===== config.mk =====
export PLATFORM = sky130hd
export DESIGN_NAME = intr_sequencer
export DESIGN_NICKNAME = d
export VERILOG_FILES = /design/src/rtl/intr_sequencer.sv
export SDC_FILE = /design/constraint.sdc
export NUM_CORES = 1
export LEC_CHECK = 0
export CELL_PAD_IN_SITES_DETAIL_PLACEMENT = 0
export CELL_PAD_IN_SITES_GLOBAL_PLACEMENT = 1
export CORE_ASPECT_RATIO = 1.1
export CORE_MARGIN = 2
export CORE_UTILIZATION = 31
export CTS_BUF_LIST = sky130_fd_sc_hd__clkbuf_8 sky130_fd_sc_hd__clkbuf_16
export CTS_CLUSTER_DIAMETER = 200
export DETAILED_ROUTE_END_ITERATION = 8
export PLACE_DENSITY = 0.83
export SYNTH_ARGS = -nofsm -noshare
export SYNTH_HDL_FRONTEND = slang
export SYNTH_SLANG_ARGS = --single-unit
export TNS_END_PERCENT = 5

===== constraint.sdc =====
create_clock -name CLK -period 3.64 [get_ports CLK]
set_clock_uncertainty 0.1 [all_clocks]
set_input_delay 0.546 -clock CLK [delete_from_list [all_inputs] [get_ports CLK]]
set_output_delay 0.546 -clock CLK [all_outputs]
set_load 0.02 [all_outputs]

===== src/rtl/intr_sequencer.sv =====
// Interrupt entry/exit sequencer for the 8-bit pipelined CPU: latches INTR_in edges, saves
// PC and flags on the stack, vectors to the ISR, and restores both on RTI.
module intr_sequencer #(
  parameter int                ADDR_W   = 8,
  parameter logic [ADDR_W-1:0] VEC_ADDR = ADDR_W'(8'h01)
) (
  input  logic              CLK,
  input  logic              RST,
  input  logic              INTR_in,
  input  logic              mem_busy,
  input  logic              branch_pending,
  input  logic              rti_decoded,
  input  logic [ADDR_W-1:0] pc_next,
  input  logic [3:0]        flags_in,
  input  logic [ADDR_W-1:0] sp,
  input  logic [7:0]        mem_rdata,
  output logic              stall_fetch,
  output logic              flush,
  output logic              mem_req,
  output logic              mem_we,
  output logic [ADDR_W-1:0] mem_addr,
  output logic [7:0]        mem_wdata,
  output logic              sp_dec,
  output logic              sp_inc,
  output logic              pc_load,
  output logic [ADDR_W-1:0] pc_load_val,
  output logic              flags_restore,
  output logic [3:0]        flags_out,
  output logic              in_service,
  output logic              intr_pending
);

  typedef enum logic [3:0] {
    S_IDLE, S_WAIT, S_FLUSH, S_PUSH_PC, S_PUSH_F,
    S_VEC_RD, S_VEC_LD, S_RTI_A, S_RTI_B, S_RTI_C
  } state_t;

  state_t            state;
  state_t            state_nxt;
  logic              intr_prev;
  logic              intr_rise;
  logic [ADDR_W-1:0] ret_pc;
  logic [3:0]        ret_f;
  logic [ADDR_W-1:0] sp_plus1;

  assign intr_rise = INTR_in & ~intr_prev;
  assign sp_plus1  = sp + ADDR_W'(1);

  always_comb begin
    state_nxt = state;
    case (state)
      S_IDLE: begin
        if (intr_pending && !in_service)    state_nxt = S_WAIT;
        else if (rti_decoded && in_service) state_nxt = S_RTI_A;
      end
      S_WAIT:    if (!mem_busy && !branch_pending) state_nxt = S_FLUSH;
      S_FLUSH:   state_nxt = S_PUSH_PC;
      S_PUSH_PC: state_nxt = S_PUSH_F;
      S_PUSH_F:  state_nxt = S_VEC_RD;
      S_VEC_RD:  state_nxt = S_VEC_LD;
      S_VEC_LD:  state_nxt = S_IDLE;
      S_RTI_A:   state_nxt = S_RTI_B;
      S_RTI_B:   state_nxt = S_RTI_C;
      S_RTI_C:   state_nxt = S_IDLE;
      default:   state_nxt = S_IDLE;
    endcase
  end

  // Control strobes are registered from the next state so they line up with the state they describe.
  always_ff @(posedge CLK) begin
    if (!RST) begin
      state         <= S_IDLE;
      intr_prev     <= 1'b0;
      intr_pending  <= 1'b0;
      in_service    <= 1'b0;
      ret_pc        <= '0;
      ret_f         <= '0;
      stall_fetch   <= 1'b0;
      flush         <= 1'b0;
      mem_req       <= 1'b0;
      mem_we        <= 1'b0;
      sp_dec        <= 1'b0;
      sp_inc        <= 1'b0;
      pc_load       <= 1'b0;
      flags_restore <= 1'b0;
    end else begin
      state     <= state_nxt;
      intr_prev <= INTR_in;

      // One-deep request latch: an edge arriving while already pending is dropped.
      if (state == S_VEC_LD)  intr_pending <= 1'b0;
      else if (intr_rise)     intr_pending <= 1'b1;

      if (state == S_VEC_LD)     in_service <= 1'b1;
      else if (state == S_RTI_C) in_service <= 1'b0;

      if (state == S_FLUSH) begin
        ret_pc <= pc_next;
        ret_f  <= flags_in;
      end

      stall_fetch   <= state_nxt inside {S_WAIT, S_FLUSH, S_PUSH_PC, S_PUSH_F,
                                         S_VEC_RD, S_RTI_A, S_RTI_B};
      flush         <= state_nxt inside {S_FLUSH, S_RTI_A};
      mem_req       <= state_nxt inside {S_PUSH_PC, S_PUSH_F, S_VEC_RD, S_RTI_A, S_RTI_B};
      mem_we        <= state_nxt inside {S_PUSH_PC, S_PUSH_F};
      sp_dec        <= state_nxt inside {S_PUSH_PC, S_PUSH_F};
      sp_inc        <= state_nxt inside {S_RTI_A, S_RTI_B};
      pc_load       <= state_nxt inside {S_VEC_LD, S_RTI_C};
      flags_restore <= state_nxt == S_RTI_B;
    end
  end

  // Address and data follow the live SP and read-data bus; zero outside their states.
  always_comb begin
    mem_addr    = '0;
    mem_wdata   = '0;
    pc_load_val = '0;
    flags_out   = '0;
    case (state)
      S_PUSH_PC: begin
        mem_addr  = sp;
        mem_wdata = 8'(ret_pc);
      end
      S_PUSH_F: begin
        mem_addr  = sp;
        mem_wdata = {4'b0000, ret_f};
      end
      S_VEC_RD: mem_addr = VEC_ADDR;
      S_RTI_A:  mem_addr = sp_plus1;
      S_RTI_B: begin
        mem_addr  = sp_plus1;
        flags_out = mem_rdata[3:0];
      end
      S_VEC_LD, S_RTI_C: pc_load_val = ADDR_W'(mem_rdata);
      default: ;
    endcase
  end

endmodule

==> metrics, run 1 <==
status completed; maximum root-to-sink buffer count 2; CP Launch Type primary input; Placeable Area 4932 um2; post-CTS setup buffer count 0; CTS Hold Buffers Added 0; CP Launch Point sp[0]; switching share of power 26.46%; Pint 0.4621 mW; overall routed net length 4174 um; Final Hold Fails 0; CTS clk-pin slew, worst paths 90 ps; Final Cycle Share 89.19%; Cell Rows 27; Pins Over Slew Limit 0; Psw 0.1663 mW; Pre-Repair DR Iteration Count 4; area of the multi-input gates 955.9 um2; cts bufs inserted 3; overall power 0.6284 mW; final core utilization 47.62%; sequential power share 49.1%; nets 309; WL/cell 12.61 um; DIE AREA 5638 um2; Async SR Flop Fraction 0%; Syn Inst Count 208; FF-to-FF Start state[0]; RSZ-0062 raised after global routing no; #FFs+latches synth 26; r2r endpoint ret_f[2]; CP Class primary input to primary output; hold crit path type flop to flop; crit path capture mem_addr[7]; # diodes 0; Setup WS pre-CTS 395.2 ps; PortBufs 71; ys flop type dfxtp_1; Post-Syn Area per Cell 7.531 um2; cts repair resizes 0; final setup fails 0; routability congestion estimate 0.7733; R2R Setup Slk 1760 ps; CP endpoint kind primary output; Via Count 1,635; worst vdd ir 0.0001852 V; initial antenna violation count 0; area grow syn2layout 49.92%; chip width 71.78 um; clk_lat worst skew 270 ps; vias per inst 4.940; clock sink total 26; Filler cells 510; Mapped Area 1567 um2; max-cap viol count 0; Leak Pwr 0.8412 nW; Final TNS setup 0 ps; crit path max fanout 5; number of global-route vias before repair 1,514; DRC Markers 0; GR Overflow Total 0; reg2reg path depth 5; initial core utilization 31.76%; Fmax achieved 0.3080 GHz; worst path required time 2990 ps; Clk pwr share 29.9%; Critical Path AT 2600 ps; Net Count, Synth 243; min cycle time layout 3246 ps; CTS tree done; FF+latch area 520.5 um2; Ports 72; Setup WS post-layout 393.6 ps; total number of yosys warnings 0; Chip Height 78.56 um; CTS Root Cell clkbuf_8; overall routing resource usage 14.64%; sequential share of the synthesized area 33.23%; Cell Pwr Density 267.6 nW/um2; Worst Tran Pin Value 765.3 ps; DRT iter0 DRCs 47; share of post-route cells with drive strength above 1 5.861%; Post-synth EDFFs 0; global-route wire length before repair 6755 um; largest net degree at the start of global routing 25; post-DP HPWL 3142 um; Antenna Nets Post-Route 0; max_slew headroom 48.70%; H-tree depth 1; Comb power frac 21.0%; Distinct cells, synth 42
[worst min path at each step]
stage,cells past startpoint,startpoint,to
final,2,ret_pc[5],ret_pc[5]
after global routing,2,ret_pc[0],ret_pc[0]
after CTS,2,ret_pc[5],ret_pc[5]
after detailed placement,2,ret_pc[7],ret_pc[7]
after global placement,2,ret_pc[6],ret_pc[6]
after floorplan,2,ret_pc[4],ret_pc[4]
[state kept, by name, summed over array words and instances (netlist names)]
name,count
ret_pc,8
sp_inc,1
intr_prev,1
sp_dec,1
intr_pending,1
pc_load,1
mem_req,1
state,4
flush,1
ret_f,4
flags_restore,1
stall_fetch,1
in_service,1
[power by group through the flow]
stage	logic [mW]	registers, mW	clock network [mW]
2_1_floorplan	0.0693	0.315	0
6_report	0.132	0.309	0.188
3_5_place_dp	0.133	0.316	0
5_1_grt	0.145	0.310	0.206
3_3_place_gp	0.132	0.315	0
4_1_cts	0.133	0.309	0.193
[stage by stage]
step / hold slack, ps / area (um2) / std cells
finish: 353.6 / 2349 / 331
global route: 375.2 / 2349 / 331
CTS: 355.1 / 2349 / 331
detailed placement: 342.3 / 2293 / 327
global placement: 338.6 / 2293 / 327
floorplan: 331.7 / 1567 / 208
[placed cells by master, fill, tap and decap left out, drive strengths merged]
cell           count
clkdlybuf4s50     71
nand2             34
dfxtp             26
a21oi             22
nor2              22
and2              14
o21ai             12
nor2b             11
a22oi              6
nand3              5
nor3               5
clkbuf             4
and3               3
a22o               3
xnor2              3
o22ai              3
a31oi              3
inv                3
buf                3
nand2b             2
o31ai              2
a21o               2
o21bai             2
nor4               2
and2b              1
nor4b              1
o21ba              1
mux2i              1
xor2               1
or3                1
o41ai              1
a221oi             1
nand4              1
ha                 1
[cell type report]
type / instances / area share [%]
multi-input cells: 166 / 40.70
inverters: 3 / 0.4795
clock buffers: 4 / 2.344
repair buffers: 74 / 31.22
well taps: 58 / 3.090
flip-flops and latches: 26 / 22.16
[layer usage]
metal | track usage [%] | wire [um] | vias up
li1 | - | - | 851
met1 | 18.03 | 1846 | 733
met2 | 26.02 | 2019 | 47
met3 | 2.824 | 277 | 4
met4 | 3.396 | 31 | 0
met5 | 0 | 0 | -
[kinds of logic (layout without fill, tap and decap cells)]
logic type / count (synthesis) / after routing / synth area share (%)
DFF: 26 / 26 / 33.23
buffers and inverters: 16 / 81 / 5.751
AOI/OAI and AO/OA: 58 / 58 / 23.88
and+or+nand+nor: 102 / 102 / 33.47
xor gates and xnor gates: 4 / 4 / 2.237
adders and majority gates: 1 / 1 / 0.7986
muxes: 1 / 1 / 0.6390
[critical path: stages]
cell,delay [ps]
clkdlybuf4s50_1,560
and3_1,270
and3_1,220
nand3_1,100
xor2_1,140
o21ai_0,140
clkdlybuf4s50_1,620
[cell usage after synthesis, types with 2 or more instances]
| master | n | area share (%) |
|---|---|---|
| o31ai_1 | 2 | 0.96 |
| o22ai_1 | 3 | 1.2 |
| and2_1 | 14 | 5.6 |
| and3_1 | 3 | 1.2 |
| a22oi_1 | 6 | 2.9 |
| dfxtp_1 | 26 | 33 |
| nor3_1 | 3 | 0.96 |
| clkbuf_1 | 2 | 0.48 |
| nor2_1 | 20 | 4.8 |
| inv_1 | 3 | 0.72 |
| a21oi_1 | 21 | 6.7 |
| buf_4 | 4 | 1.9 |
| nand2_1 | 33 | 7.9 |
| a22o_1 | 3 | 1.7 |
| nand3_1 | 5 | 1.6 |
| buf_2 | 6 | 1.9 |
| xnor2_1 | 3 | 1.7 |
| o21ai_1 | 6 | 1.9 |
| a21o_1 | 2 | 0.96 |
| nand2b_1 | 2 | 0.80 |
| o21bai_1 | 2 | 0.96 |
| nor2b_1 | 11 | 4.4 |
| nor4_1 | 2 | 0.80 |
| a31oi_1 | 3 | 1.2 |
| o21ai_0 | 6 | 1.9 |
No activity file was read; power rests on OpenSTA's default activity.
==> run 2: changes to the inputs <==
- CTS_CLUSTER_DIAMETER: 200 -> default
- GPL_ROUTABILITY_DRIVEN: default -> 0
==> results of run 2 <==
No change in the layout: final DEF, timing and power equal those of run 1.
